$ cat src/rtl/cal_pkg.sv
// Shared calendar constants, edit-select encoding, load FSM states and month-length helpers.
package cal_pkg;

    localparam logic [3:0] JAN = 4'd1;
    localparam logic [3:0] FEB = 4'd2;
    localparam logic [3:0] MAR = 4'd3;
    localparam logic [3:0] APR = 4'd4;
    localparam logic [3:0] MAY = 4'd5;
    localparam logic [3:0] JUN = 4'd6;
    localparam logic [3:0] JUL = 4'd7;
    localparam logic [3:0] AUG = 4'd8;
    localparam logic [3:0] SEP = 4'd9;
    localparam logic [3:0] OCT = 4'd10;
    localparam logic [3:0] NOV = 4'd11;
    localparam logic [3:0] DEC = 4'd12;

    localparam logic [1:0] SEL_DAY   = 2'd0;
    localparam logic [1:0] SEL_MONTH = 2'd1;
    localparam logic [1:0] SEL_YEAR  = 2'd2;
    localparam logic [1:0] SEL_NONE  = 2'd3;

    typedef enum logic [1:0] {StIdle, StDiv, StChk} load_state_e;

    function automatic logic [5:0] days_in_month(input logic [3:0] month, input logic leap);
        case (month)
            JAN, MAR, MAY, JUL, AUG, OCT, DEC: days_in_month = 6'd31;
            APR, JUN, SEP, NOV:                days_in_month = 6'd30;
            FEB:                               days_in_month = leap ? 6'd29 : 6'd28;
            default:                           days_in_month = 6'd31;
        endcase
    endfunction

    // m100 = year mod 100, c4 = (year / 100) mod 4
    function automatic logic is_leap(input logic [6:0] m100, input logic [1:0] c4);
        is_leap = (m100 != 7'd0 && m100[1:0] == 2'b00) || (m100 == 7'd0 && c4 == 2'd0);
    endfunction

endpackage

$ cat src/rtl/cal_dim_lut.sv
// Combinational days-in-month lookup from month and leap flag.
module cal_dim_lut
    import cal_pkg::*;
(
    input  logic [3:0] month,
    input  logic       leap,
    output logic [5:0] dim
);

    assign dim = days_in_month(month, leap);

endmodule

$ cat src/rtl/calendar_date_engine.sv
// Day/month/year calendar with EOD advance, manual edits and a validated multi-cycle load.
// Optional day-of-week tracking is enabled by defining CAL_DOW_EN.
module calendar_date_engine
    import cal_pkg::*;
#(
    parameter int unsigned YEAR_W    = 14,
    parameter int unsigned YEAR_MIN  = 0,
    parameter int unsigned YEAR_MAX  = 9999,
    parameter int unsigned RST_YEAR  = 2000,
    parameter int unsigned RST_MONTH = 1,
    parameter int unsigned RST_DAY   = 1
`ifdef CAL_DOW_EN
    ,
    parameter int unsigned RST_DOW   = 6
`endif
) (
    input  logic              clk,
    input  logic              rst_n,
    input  logic              eod,
    input  logic [1:0]        sel,
    input  logic              inc,
    input  logic              dec,
    input  logic              load,
    input  logic [YEAR_W-1:0] ld_year,
    input  logic [3:0]        ld_month,
    input  logic [5:0]        ld_day,
    output logic [YEAR_W-1:0] year,
    output logic [3:0]        month,
    output logic [5:0]        day,
    output logic [5:0]        dim,
    output logic              leap,
    output logic              c_month,
    output logic              c_year,
    output logic              busy,
    output logic              load_err,
    output logic              eod_ovr
`ifdef CAL_DOW_EN
    ,
    input  logic [2:0]        ld_dow,
    output logic [2:0]        dow
`endif
);

    localparam logic [YEAR_W-1:0] YMIN     = YEAR_W'(YEAR_MIN);
    localparam logic [YEAR_W-1:0] YMAX     = YEAR_W'(YEAR_MAX);
    localparam logic [YEAR_W-1:0] HUNDRED  = YEAR_W'(100);
    localparam logic [6:0]        RST_M100 = 7'(RST_YEAR % 100);
    localparam logic [1:0]        RST_C4   = 2'((RST_YEAR / 100) % 4);
    localparam logic [6:0]        MIN_M100 = 7'(YEAR_MIN % 100);
    localparam logic [1:0]        MIN_C4   = 2'((YEAR_MIN / 100) % 4);
    localparam logic [6:0]        MAX_M100 = 7'(YEAR_MAX % 100);
    localparam logic [1:0]        MAX_C4   = 2'((YEAR_MAX / 100) % 4);
    localparam logic              RST_LEAP = is_leap(RST_M100, RST_C4);
    localparam logic [5:0]        RST_DIM  = days_in_month(4'(RST_MONTH), RST_LEAP);
    localparam logic signed [YEAR_W:0] YMIN_S = (YEAR_W+1)'(YEAR_MIN);

    load_state_e       state_q, state_d;
    logic [YEAR_W-1:0] year_q, year_d, ld_year_q, ld_year_d, work_q, work_d;
    logic [3:0]        month_q, month_d, ld_month_q, ld_month_d;
    logic [5:0]        day_q, day_d, ld_day_q, ld_day_d, dim_q;
    logic [6:0]        m100_q, m100_d;
    logic [1:0]        c4_q, c4_d, quot_q, quot_d;
    logic              leap_q, c_month_q, c_month_d, c_year_q, c_year_d, busy_q;
    logic              load_err_q, load_err_d, eod_ovr_q, eod_ovr_d;
    logic              ovr_cur_q, ovr_cur_d, pend_q, pend_d;
    logic              apply_eod, edit_ok, commit, load_start;
    logic              leap_cur, leap_ld, ld_ok;
    logic [5:0]        dim_cur, dim_ld, dim_new;

    assign leap_cur = is_leap(m100_q, c4_q);
    // In StChk the working copy is below 100, so its low bits are the load year's mod-100.
    assign leap_ld  = is_leap(work_q[6:0], quot_q);

    cal_dim_lut u_dim_cur (
        .month (month_q),
        .leap  (leap_cur),
        .dim   (dim_cur)
    );

    cal_dim_lut u_dim_ld (
        .month (ld_month_q),
        .leap  (leap_ld),
        .dim   (dim_ld)
    );

    assign ld_ok = ($signed({1'b0, ld_year_q}) >= YMIN_S) && (ld_year_q <= YMAX) &&
                   (ld_month_q >= JAN) && (ld_month_q <= DEC) &&
                   (ld_day_q != 6'd0) && (ld_day_q <= dim_ld);

    always_comb begin
        state_d    = state_q;
        year_d     = year_q;
        month_d    = month_q;
        day_d      = day_q;
        m100_d     = m100_q;
        c4_d       = c4_q;
        ld_year_d  = ld_year_q;
        ld_month_d = ld_month_q;
        ld_day_d   = ld_day_q;
        work_d     = work_q;
        quot_d     = quot_q;
        c_month_d  = 1'b0;
        c_year_d   = 1'b0;
        load_err_d = 1'b0;
        eod_ovr_d  = eod_ovr_q;
        ovr_cur_d  = ovr_cur_q;
        pend_d     = pend_q;
        apply_eod  = 1'b0;
        edit_ok    = 1'b0;
        commit     = 1'b0;
        load_start = 1'b0;
        dim_new    = dim_cur;

        unique case (state_q)
            StIdle: begin
                if (load) begin
                    load_start = 1'b1;
                    ld_year_d  = ld_year;
                    ld_month_d = ld_month;
                    ld_day_d   = ld_day;
                    work_d     = ld_year;
                    quot_d     = 2'd0;
                    ovr_cur_d  = 1'b0;
                    state_d    = StDiv;
                    if (eod || pend_q) pend_d = 1'b1;
                end else if (eod || pend_q) begin
                    apply_eod = 1'b1;
                    pend_d    = 1'b0;
                end else begin
                    edit_ok = 1'b1;
                end
                // A live EOD colliding with a still-pending one loses one day.
                if (eod && pend_q) eod_ovr_d = 1'b1;
            end
            StDiv: begin
                if (work_q >= HUNDRED) begin
                    work_d = work_q - HUNDRED;
                    quot_d = quot_q + 2'd1;
                end else begin
                    state_d = StChk;
                end
            end
            StChk: begin
                state_d = StIdle;
                if (ld_ok) begin
                    commit    = 1'b1;
                    year_d    = ld_year_q;
                    month_d   = ld_month_q;
                    day_d     = ld_day_q;
                    m100_d    = work_q[6:0];
                    c4_d      = quot_q;
                    // Overruns from before this load are cleared; ones during it survive.
                    eod_ovr_d = ovr_cur_q;
                end else begin
                    load_err_d = 1'b1;
                end
            end
            default: state_d = StIdle;
        endcase

        if (state_q != StIdle && eod) begin
            if (!pend_q) begin
                pend_d = 1'b1;
            end else begin
                eod_ovr_d = 1'b1;
                ovr_cur_d = 1'b1;
            end
        end

        if (apply_eod) begin
            if (day_q < dim_cur) begin
                day_d = day_q + 6'd1;
            end else begin
                day_d     = 6'd1;
                c_month_d = 1'b1;
                if (month_q == DEC) begin
                    month_d  = JAN;
                    c_year_d = 1'b1;
                    if (year_q == YMAX) begin
                        year_d = YMIN;
                        m100_d = MIN_M100;
                        c4_d   = MIN_C4;
                    end else begin
                        year_d = year_q + YEAR_W'(1);
                        if (m100_q == 7'd99) begin
                            m100_d = 7'd0;
                            c4_d   = c4_q + 2'd1;
                        end else begin
                            m100_d = m100_q + 7'd1;
                        end
                    end
                end else begin
                    month_d = month_q + 4'd1;
                end
            end
        end else if (edit_ok && (inc != dec)) begin
            case (sel)
                SEL_DAY: begin
                    if (inc) day_d = (day_q >= dim_cur) ? 6'd1 : day_q + 6'd1;
                    else     day_d = (day_q <= 6'd1) ? dim_cur : day_q - 6'd1;
                end
                SEL_MONTH: begin
                    if (inc) month_d = (month_q == DEC) ? JAN : month_q + 4'd1;
                    else     month_d = (month_q == JAN) ? DEC : month_q - 4'd1;
                    dim_new = days_in_month(month_d, leap_cur);
                    if (day_q > dim_new) day_d = dim_new;
                end
                SEL_YEAR: begin
                    if (inc) begin
                        if (year_q == YMAX) begin
                            year_d = YMIN;
                            m100_d = MIN_M100;
                            c4_d   = MIN_C4;
                        end else begin
                            year_d = year_q + YEAR_W'(1);
                            if (m100_q == 7'd99) begin
                                m100_d = 7'd0;
                                c4_d   = c4_q + 2'd1;
                            end else begin
                                m100_d = m100_q + 7'd1;
                            end
                        end
                    end else begin
                        if (year_q == YMIN) begin
                            year_d = YMAX;
                            m100_d = MAX_M100;
                            c4_d   = MAX_C4;
                        end else begin
                            year_d = year_q - YEAR_W'(1);
                            if (m100_q == 7'd0) begin
                                m100_d = 7'd99;
                                c4_d   = c4_q - 2'd1;
                            end else begin
                                m100_d = m100_q - 7'd1;
                            end
                        end
                    end
                    if (month_q == FEB && day_q == 6'd29 && !is_leap(m100_d, c4_d)) begin
                        day_d = 6'd28;
                    end
                end
                SEL_NONE: ;
                default: ;
            endcase
        end
    end

    always_ff @(posedge clk or negedge rst_n) begin
        if (!rst_n) begin
            state_q    <= StIdle;
            year_q     <= YEAR_W'(RST_YEAR);
            month_q    <= 4'(RST_MONTH);
            day_q      <= 6'(RST_DAY);
            m100_q     <= RST_M100;
            c4_q       <= RST_C4;
            leap_q     <= RST_LEAP;
            dim_q      <= RST_DIM;
            ld_year_q  <= '0;
            ld_month_q <= '0;
            ld_day_q   <= '0;
            work_q     <= '0;
            quot_q     <= '0;
            c_month_q  <= 1'b0;
            c_year_q   <= 1'b0;
            busy_q     <= 1'b0;
            load_err_q <= 1'b0;
            eod_ovr_q  <= 1'b0;
            ovr_cur_q  <= 1'b0;
            pend_q     <= 1'b0;
        end else begin
            state_q    <= state_d;
            year_q     <= year_d;
            month_q    <= month_d;
            day_q      <= day_d;
            m100_q     <= m100_d;
            c4_q       <= c4_d;
            leap_q     <= is_leap(m100_d, c4_d);
            dim_q      <= dim_cur;
            ld_year_q  <= ld_year_d;
            ld_month_q <= ld_month_d;
            ld_day_q   <= ld_day_d;
            work_q     <= work_d;
            quot_q     <= quot_d;
            c_month_q  <= c_month_d;
            c_year_q   <= c_year_d;
            busy_q     <= (state_d != StIdle);
            load_err_q <= load_err_d;
            eod_ovr_q  <= eod_ovr_d;
            ovr_cur_q  <= ovr_cur_d;
            pend_q     <= pend_d;
        end
    end

    assign year     = year_q;
    assign month    = month_q;
    assign day      = day_q;
    assign dim      = dim_q;
    assign leap     = leap_q;
    assign c_month  = c_month_q;
    assign c_year   = c_year_q;
    assign busy     = busy_q;
    assign load_err = load_err_q;
    assign eod_ovr  = eod_ovr_q;

`ifdef CAL_DOW_EN
    logic [2:0] dow_q, ld_dow_q;

    always_ff @(posedge clk or negedge rst_n) begin
        if (!rst_n) begin
            dow_q    <= 3'(RST_DOW);
            ld_dow_q <= '0;
        end else begin
            if (load_start) ld_dow_q <= ld_dow;
            if (apply_eod) begin
                dow_q <= (dow_q == 3'd6) ? 3'd0 : dow_q + 3'd1;
            end else if (commit) begin
                dow_q <= ld_dow_q;
            end
        end
    end

    assign dow = dow_q;
`else
    logic unused_flags;
    assign unused_flags = ^{commit, load_start};
`endif

endmodule
$ cat config.mk
export PLATFORM = sky130hd
export DESIGN_NAME = calendar_date_engine
export DESIGN_NICKNAME = d
export VERILOG_FILES = /design/src/rtl/cal_pkg.sv /design/src/rtl/cal_dim_lut.sv /design/src/rtl/calendar_date_engine.sv
export SDC_FILE = /design/constraint.sdc
export NUM_CORES = 1
export LEC_CHECK = 0
export ABC_AREA = 1
export BUFFER_PORTS_ARGS = -buffer_cell sky130_fd_sc_hd__buf_2
export CAP_MARGIN = 25
export CORE_ASPECT_RATIO = 0.75
export CORE_UTILIZATION = 56
export DETAILED_ROUTE_END_ITERATION = 16
export GPL_ROUTABILITY_DRIVEN = 0
export HOLD_SLACK_MARGIN = 0.12
export PLACE_DENSITY_LB_ADDON = 0.1
export RECOVER_POWER = 100
export SYNTH_ARGS = -nofsm -noshare
export SYNTH_HDL_FRONTEND = slang
export SYNTH_SLANG_ARGS = --single-unit
$ cat constraint.sdc
create_clock -name clk -period 3.3 [get_ports clk]
set_input_delay 0.33 -clock clk [delete_from_list [all_inputs] [get_ports clk]]
set_output_delay 0.33 -clock clk [all_outputs]
set_load 0.1 [all_outputs]
==> impl_metrics.json, run 1 <==
{
  "cp.required_ns": 3.54,
  "power_density_mw_per_mm2": 1010,
  "synthDominantCellAreaShare_pct": 27.7,
  "clock-sinks": 85,
  "synth_cell_types": 57,
  "syn_to_final_growth_pct": 14.2,
  "final_nets": 1101,
  "power.leakage_uw": 0.00393,
  "initial_core_util_pct": 57.5,
  "synth-seq-area-share_pct": 32.0,
  "yosysWarnings": 0,
  "grt_pass1_vias": 6037,
  "via_count": 6952,
  "grtUsageTotal_pct": 33.6,
  "crit_fanout": 6,
  "fin_worst_skew_ns": 0.0125,
  "synth_area_sq_mm": 0.00668,
  "clock_path_buffers": 2,
  "num_antenna_cells": 0,
  "dieWidth_um": 128,
  "drt-vias-per-instance": 5.73,
  "cts.htree.levels": 3,
  "hold_viol_final": 0,
  "synthTopCellsByArea": "dfrtp_1, nand2_1, inv_1, o21ai_0, nor2_1",
  "p_switching_uw": 4230,
  "wl_per_cell_um": 16.5,
  "end_kind": "flip-flop",
  "max_cap_violations": 0,
  "drt_iter0_drc": 798,
  "maxSlewViolCount": 0,
  "num_rows": 34,
  "wl_um": 20000,
  "die_area_sq_mm": 0.0124,
  "synth_edf_count": 0,
  "antenna_found_initial": 0,
  "p_int_uw": 3440,
  "p_seq_share_pct": 26.8,
  "max_slew_margin_pct": 19.9,
  "period_minus_slack_ns": 3.16,
  "drtPass1Iterations": 5,
  "crit_path_start_kind": "flip-flop",
  "cp.arrival_ns": 3.40,
  "overflow": 0,
  "yosys_most_used_dff": "dfrtp_1",
  "netlist_instances": 971,
  "io_buffers": 63,
  "yosysTopAreaCell": "dfrtp_1",
  "worstSetupPathType": "reg -> reg",
  "netlist_top_cells_count": "nand2_1, inv_1, o21ai_0",
  "setup_viol": 0,
  "p_sw_share_pct": 55.2,
  "stdcell_area_sq_mm": 0.00763,
  "drive_gt1_share_pct": 18.0,
  "fin_util_pct": 65.7,
  "cts_tree": "yes",
  "clkTransAtPathRegs_ns": 0.07,
  "vdd.ir_drop.worst_mv": 0.555,
  "post-route-drc-count": 0,
  "placed_area_sq_mm": 0.00720,
  "core_area_sq_mm": 0.0116,
  "hold_class": "in -> reg",
  "p_clk_share_pct": 14.3,
  "comb_power_share_pct": 58.8,
  "max_freq_ghz": 0.316,
  "dp_hpwl_um": 14700,
  "synth_area_per_cell_sq_um": 6.88,
  "period_share_pct": 95.8,
  "ant_nets": 0,
  "status": "complete, no violations",
  "grt_pass1_wl_um": 31700,
  "boundaryPins": 68,
  "die_y_um": 96.6,
  "worstSkewPairLatency_ns": 0.35,
  "synth_seq_cells": 85,
  "cts_root_buf": "clkbuf_16",
  "worst_slew_pin_slew_ns": 1.20,
  "synth_most_common_cell": "nand2_1",
  "async_flop_share_pct": 100,
  "cts_buffers": 9,
  "whs_ns": 0.163,
  "grt_max_degree": 43
}
[path summary, 6_finish.rpt]
kind | startpoint | endpoint | slack [ns] | depth (start not counted)
max in group asynchronous | rst_n | ld_month_q[1] | 0.86 | 3
max reg2reg | month[0] | day[1] | 0.14 | 21
min reg2reg | ld_day_q[5] | ld_day_q[5] | 0.49 | 2
max | month[0] | day[1] | 0.14 | 21
min in group asynchronous | rst_n | year[11] | 0.74 | 2
min | ld_day[1] | ld_day_q[1] | 0.16 | 3
[stage by stage]
stage	TNS (ns)	total power (uW)	worst slack, ns	cells
after global placement	-0.0843	6310	-0.0843	1186
after floorplan	0	5380	0.0393	973
after detailed placement	-0.0813	6340	-0.0813	1186
after CTS	0	7470	0.0145	1203
after global routing	-0.0648	8230	-0.0289	1213
final	0	7670	0.139	1213
[worst max-delay path, cell delays in order (launching register included)]
cell and delay, ns:
dfstp_2 0.57, inv_2 0.07, ha_1 0.22, nand3_1 0.10, inv_1 0.11, a21oi_2 0.16
o21a_2 0.19, inv_1 0.06, nand3_1 0.07, o21ai_0 0.09, a21oi_1 0.22, ha_1 0.28
nand2_1 0.12, a31oi_4 0.11, inv_2 0.13, nand2_1 0.06, o21ai_0 0.07, o21ai_0 0.10
a21oi_1 0.15, nand2_1 0.06, nand2_1 0.06, nand2_1 0.05
[power groups by stage]
| stage | Sequential [uW] | Clock, uW | Combinational (uW) |
|---|---|---|---|
| 2_1_floorplan | 2940 | 0 | 2450 |
| 3_3_place_gp | 2060 | 0 | 4260 |
| 3_5_place_dp | 2050 | 0 | 4280 |
| 4_1_cts | 2030 | 1120 | 4320 |
| 5_1_grt | 2120 | 1160 | 4950 |
| 6_report | 2060 | 1100 | 4510 |
[metal layers]
metal  track usage (%)  up-vias  share of wire (%)
met4              7.75        0                1.2
met1              51.2     3158                 47
met5                 0        -                  0
met2              45.9      419                 40
li1                  -     3350                  -
met3              9.58       25                 12
[cell families after synthesis]
group                      after synthesis  synth area share [%]
AOI/OAI and AO/OA                      196                  18.0
and+or+nand+nor                        467                  31.4
xor gates and xnor gates                27                  3.54
other                                    2                 0.112
DFF                                     85                  32.0
adders and majority gates               23                  4.31
buffers and inverters                  171                  10.6
[layout by cell type (no fill, tap or decap), types with 14 or more instances in the layout]
master	synthesis	final
o221ai_1	18	18
nor2_1	82	82
xor2_1	25	25
nand2_1	244	244
a21oi_1	30	29
o211ai_1	14	14
dfrtp_1	74	71
buf_2	16	56
ha_1	23	22
nand3_1	61	61
nand4_1	16	16
buf_4	6	31
o21ai_0	86	85
inv_2	11	14
inv_1	121	117
[what timing repair did]
action	4_1_cts	5_1_grt
resized for setup	2	18
pin swaps	0	3
hold buffers	1	0
setup endpoints to repair	1	22
endpoints found under the hold margin	29	0
buffers inserted	0	10
[state kept, by name, indices dropped and copies added (netlist names), 4 cells and up]
register / count
ld_year_q: 14
ld_day_q: 6
day: 6
year: 14
month: 4
work_q: 14
m100_q: 7
ld_month_q: 4
[layout make-up]
cell class                 instances  area, sq um
tap                              162          203
multi-input combinational        717         3890
timing repair buffer             100          569
sequential                        85         2140
clock inverter                     6         76.3
clock buffer                      10          239
fill                            1069         3990
inverter                         133          502
Note: power is estimated with default switching activity, not from simulation.
==> inputs of run 2 (changes only) <==
--- a/config.mk
+++ b/config.mk
@@ -5,11 +5,10 @@
 export SDC_FILE = /design/constraint.sdc
 export NUM_CORES = 1
 export LEC_CHECK = 0
-export ABC_AREA = 1
 export BUFFER_PORTS_ARGS = -buffer_cell sky130_fd_sc_hd__buf_2
 export CAP_MARGIN = 25
 export CORE_ASPECT_RATIO = 0.75
-export CORE_UTILIZATION = 56
+export CORE_UTILIZATION = 35
 export DETAILED_ROUTE_END_ITERATION = 16
 export GPL_ROUTABILITY_DRIVEN = 0
 export HOLD_SLACK_MARGIN = 0.12
==> impl_metrics.json, run 2 <==
{
  "yosysTopAreaCell": "dfrtp_1",
  "hold_class": "in -> reg",
  "hold_viol_final": 0,
  "r2r_slack_ns": -0.27,
  "synth_area_sq_mm": 0.00667,
  "synth_seq_cells": 85,
  "end_kind": "flip-flop",
  "maxSlewViolCount": 43,
  "max_freq_ghz": 0.280,
  "critical_path.top_delay_family": "compound AO/OA/AOI/OAI gates",
  "period_share_pct": 108,
  "grt_pass1_wl_um": 37100,
  "setup_viol": 2,
  "worst_slew_pin_slew_ns": 2.55,
  "cp.required_ns": 3.60,
  "worstSkewPairLatency_ns": 0.37,
  "drive_gt1_share_pct": 27.4,
  "synth-seq-area-share_pct": 32.1,
  "layout_common_cells": "nand2_1, buf_4, nor2_1",
  "worstPathCellList": "inv_2 -> ha_4 -> or3b_4 -> o31ai_4 -> a21oi_1 -> o22a_1 -> ha_2 -> nand2b_4 -> a221oi_4 -> a21oi_4 -> a22oi_2 -> o31ai_1 -> a211o_1 -> or4_1 -> o31a_1",
  "post-place-ws_ns": -0.428,
  "final_common_cell": "nand2_1",
  "cpPeakStageDelay_ns": 0.42,
  "synth_most_common_cell": "nand2_1",
  "io_buffers": 63,
  "die_area_sq_mm": 0.0196,
  "crit_path_start_kind": "flip-flop",
  "cpMaxStageDelayCell": "or4_1",
  "fin_worst_skew_ns": 0.0131,
  "fin_ws_ns": -0.267,
  "synthTopCellsByArea": "dfrtp_1, nand2_1, a21oi_1, dfstp_2, nor2_1",
  "drt_iter0_drc": 674,
  "overflow": 0,
  "cts_root_buf": "clkbuf_16",
  "cts_buffers": 9,
  "ant_nets": 0,
  "initial_core_util_pct": 35.9,
  "power_density_mw_per_mm2": 934,
  "power.leakage_uw": 0.00386,
  "multi_input_area_sq_mm": 0.00454,
  "synth_area_per_cell_sq_um": 7.70,
  "netlist_instances": 867,
  "core_area_sq_mm": 0.0186,
  "clock_path_buffers": 2,
  "max_cap_violations": 1,
  "synth_edf_count": 0,
  "wl_um": 24100,
  "vdd.ir_drop.worst_mv": 0.512,
  "cts.htree.levels": 3,
  "grt_pass1_vias": 6370,
  "nFillCells": 1865,
  "num_rows": 43,
  "placed_area_sq_mm": 0.00816,
  "dp_hpwl_um": 18300,
  "yosys_most_used_dff": "dfrtp_1",
  "async_flop_share_pct": 100,
  "syn_to_final_growth_pct": 33.6,
  "status": "complete, but fails checks",
  "stdcell_area_sq_mm": 0.00892,
  "cts_tree": "yes",
  "antenna_found_initial": 0,
  "synthDominantCellAreaShare_pct": 27.8,
  "boundaryPins": 68,
  "crit_fanout": 4,
  "final_nets": 1088,
  "post-route-drc-count": 0,
  "worstSetupPathType": "reg -> reg",
  "seq_area_sq_mm": 0.00215,
  "drtPass1Iterations": 5,
  "via_count": 7159,
  "wl_per_cell_um": 18.8,
  "cp.arrival_ns": 3.87,
  "critPathBufInv": 1,
  "num_antenna_cells": 0,
  "period_minus_slack_ns": 3.57,
  "fin_util_pct": 48.0,
  "synth_cell_types": 74,
  "netlist_top_cells_count": "nand2_1, nor2_1, dfrtp_1",
  "violations": "capacitance limit, slew limit, setup timing",
  "clock-sinks": 85,
  "grtUsageTotal_pct": 24.9,
  "die_y_um": 122,
  "rsz0062_at_grt": "yes",
  "dieWidth_um": 161,
  "max_slew_margin_pct": -70.2,
  "drt-vias-per-instance": 5.57,
  "clkTransAtPathRegs_ns": 0.08,
  "yosysWarnings": 0,
  "grt_max_degree": 45,
  "total_power_uw": 8330
}
[run 2: cell count changes in the layout (fill, tap and decap cells not counted), moves of 13 or more]
cell	before	now
xnor2_1	2	15
o21ai_0	85	40
nand2_1	244	147
clkbuf_1	11	39
mux2i_1	0	14
nand3_1	61	18
o221ai_1	18	3
a21oi_1	29	57
buf_4	31	129
inv_1	117	26
or3_1	0	14
buf_2	56	30
[run 2: repair_timing]
item	in CTS	in global routing
endpoints found under the setup margin	20	21
endpoints found under the hold margin	32	0
resized for setup	26	65
pin swaps	8	23
buffers inserted	3	16
hold buffers	1	0
[run 2: path summary, 6_finish.rpt]
check,from,cells after the start,to
worst max register to register,m100_q[1],15,leap
max in group asynchronous,rst_n,3,year[0]
worst min-delay path,ld_day[3],3,ld_day_q[3]
worst min register to register,ld_year_q[0],2,ld_year_q[0]
min in group asynchronous,rst_n,2,c_year
worst max-delay path,m100_q[1],15,leap
[run 2: layout make-up]
type | count | share of cell area, %
Multi-Input combinational cell | 689 | 50.9
Inverter | 33 | 1.42
Sequential cell | 85 | 24.1
Clock inverter | 6 | 0.856
Timing Repair Buffer | 215 | 16.6
Tap cell | 247 | 3.47
Clock buffer | 10 | 2.68
[run 2: cell families after synthesis]
logic type / synth area share, %
AND/OR/NAND/NOR: 26.8
AO/OA/AOI/OAI: 23.1
buffers and inverters: 5.93
flip-flops: 32.1
XOR/XNOR: 4.07
multiplexers: 3.68
adder cells (fa/ha/maj): 4.31
other: 0.113
[run 2: power by group]
group	switching [uW]	leakage (uW)	internal [uW]
registers	465	0.000974	1520
logic	3360	0.00273	1860
clock network	496	0.000156	622
[run 2: tightest hold or removal path: cells and delay by family]
kind / cells / cell delay, ns
buffers and inverters: 1 / 0.08
AND/OR/NAND/NOR: 2 / 0.08
[run 2: per-stage QoR]
| stage | hold WS, ns | setup TNS, ns | cells |
|---|---|---|---|
| 4_1_cts | 0.145 | -0.335 | 1272 |
| 3_3_place_gp | 0.391 | -1.54 | 1252 |
| 2_1_floorplan | 0.0344 | -0.694 | 869 |
| 5_1_grt | 0.155 | -13.48 | 1285 |
| 3_5_place_dp | 0.392 | -2.72 | 1252 |
| 6_report | 0.156 | -0.270 | 1285 |
[run 2: metal layers]
| layer | part of all wire (%) | vias to the layer above | GRT usage (%) |
|---|---|---|---|
| li1 | - | 3456 | - |
| met1 | 51 | 3356 | 40.4 |
| met2 | 38 | 328 | 31.6 |
| met3 | 9.5 | 19 | 6.40 |
| met4 | 1.1 | 0 | 5.25 |
| met5 | 0 | - | 0 |
==> inputs of run 3 (changes only) <==
--- a/config.mk
+++ b/config.mk
@@ -14,6 +14,7 @@
 export HOLD_SLACK_MARGIN = 0.12
 export PLACE_DENSITY_LB_ADDON = 0.1
 export RECOVER_POWER = 100
+export SKIP_LAST_GASP = 1
 export SYNTH_ARGS = -nofsm -noshare
 export SYNTH_HDL_FRONTEND = slang
 export SYNTH_SLANG_ARGS = --single-unit
==> impl_metrics.json, run 3 (synthesis gave the netlist of run 2 again) <==
{
  "end_kind": "flip-flop",
  "wl_um": 24200,
  "core_area_sq_mm": 0.0186,
  "max_freq_ghz": 0.281,
  "die_y_um": 122,
  "final_nets": 1088,
  "io_buffers": 63,
  "via_count": 7136,
  "setup_viol": 3,
  "instances_no_fill": 1285,
  "violations": "capacitance limit, slew limit, setup timing",
  "hold_viol_final": 0,
  "power_density_mw_per_mm2": 937,
  "period_share_pct": 108,
  "dieWidth_um": 161,
  "grt_pass1_wl_um": 37100,
  "crit_fanout": 4,
  "hold_class": "in -> reg",
  "whs_ns": 0.156,
  "maxSlewViolCount": 43,
  "drive_gt1_share_pct": 27.1,
  "worst_slew_pin_slew_ns": 2.58,
  "total_power_uw": 8320,
  "worstSkewPairLatency_ns": 0.37,
  "crit_path_start_kind": "flip-flop",
  "ant_nets": 0,
  "grtUsageTotal_pct": 24.9,
  "cts.htree.levels": 3,
  "layout_common_cells": "nand2_1, buf_4, nor2_1",
  "drt-vias-per-instance": 5.55,
  "overflow": 0,
  "vdd.ir_drop.worst_mv": 0.508,
  "wl_per_cell_um": 18.8,
  "grt_pass1_vias": 6368,
  "period_minus_slack_ns": 3.56,
  "initial_core_util_pct": 35.9,
  "clock_path_buffers": 2,
  "final_common_cell": "nand2_1",
  "multi_input_area_sq_mm": 0.00451,
  "power.leakage_uw": 0.00387,
  "dp_hpwl_um": 18300,
  "grt_max_degree": 45,
  "drtPass1Iterations": 5,
  "cts_buffers": 9,
  "max_cap_violations": 1,
  "drt_iter0_drc": 668,
  "fin_ws_ns": -0.263,
  "cp.arrival_ns": 3.87,
  "post-route-drc-count": 0,
  "clock-sinks": 85,
  "seq_area_sq_mm": 0.00215,
  "cts_root_buf": "clkbuf_16",
  "status": "complete, but fails checks",
  "dp_cells": 1252,
  "worstSetupPathType": "reg -> reg",
  "cp.required_ns": 3.60,
  "cts_tree": "yes",
  "syn_to_final_growth_pct": 33.1,
  "num_antenna_cells": 0,
  "max_slew_margin_pct": -71.8,
  "boundaryPins": 68,
  "clkTransAtPathRegs_ns": 0.08,
  "num_rows": 43,
  "antenna_found_initial": 0,
  "die_area_sq_mm": 0.0196,
  "rsz0062_at_grt": "yes",
  "nFillCells": 1872,
  "fin_worst_skew_ns": 0.0124
}
run 3: area by class of cell:
cell class	count	area share, %
repair buffers	215	16.5
well taps	247	3.48
clock buffers	10	2.69
flip-flops and latches	85	24.2
inverters	33	1.40
clock inverters	6	0.860
multi-input cells	689	50.8
run 3: per-stage QoR:
stage                     worst slack [ns]  area (sq um)  util, %  TNS [ns]
after floorplan                     -0.484          6810        -    -0.694
after global placement              -0.344          8160     44.0     -1.54
after detailed placement            -0.428          8160     44.0     -2.72
after CTS                           -0.292          8610     46.4    -0.355
after global routing                -0.436          8880     47.8    -10.58
final                               -0.263          8880     47.8    -0.291
run 3: where the power goes:
group / internal (uW) / total (uW) / switching, uW
clock network: 622 / 1120 / 495
logic: 1860 / 5220 / 3360
registers: 1520 / 1980 / 465
total: 4000 / 8320 / 4320
run 3: worst paths after layout:
kind / cells after the start / from / slack [ns] / endpoint
worst min register to register: 2 / ld_year_q[0] / 0.49 / ld_year_q[0]
max in group asynchronous: 3 / rst_n / 0.29 / year[0]
min in group asynchronous: 2 / rst_n / 1.31 / c_year
worst max register to register: 15 / m100_q[1] / -0.26 / leap
worst min-delay path: 3 / ld_day[3] / 0.16 / ld_day_q[3]
worst max-delay path: 15 / m100_q[1] / -0.26 / leap
run 3: critical path, cell delays in order, from the launching register on:
cell and delay, ns:
dfrtp_1 0.39, inv_2 0.07, ha_4 0.13, or3b_4 0.41, o31ai_4 0.22, a21oi_1 0.09
o22a_1 0.22, ha_2 0.18, nand2b_4 0.15, a221oi_4 0.30, a21oi_4 0.12, a22oi_2 0.16
o31ai_1 0.09, a211o_1 0.29, or4_1 0.42, o31a_1 0.25
run 3: repair_timing:
item | in CTS | in global routing
buffers inserted | 3 | 15
resized for setup | 25 | 56
setup endpoints to repair | 20 | 19
pin swaps | 7 | 23
hold endpoints to repair | 32 | 0
hold buffers | 1 | 0
run 3: metal layers:
layer / track usage (%) / part of all wire, % / up-vias
met5: 0 / 0 / -
met4: 5.25 / 1.2 / 0
met3: 6.09 / 9.5 / 21
met2: 31.6 / 38 / 329
met1: 40.6 / 51 / 3331
li1: - / - / 3455
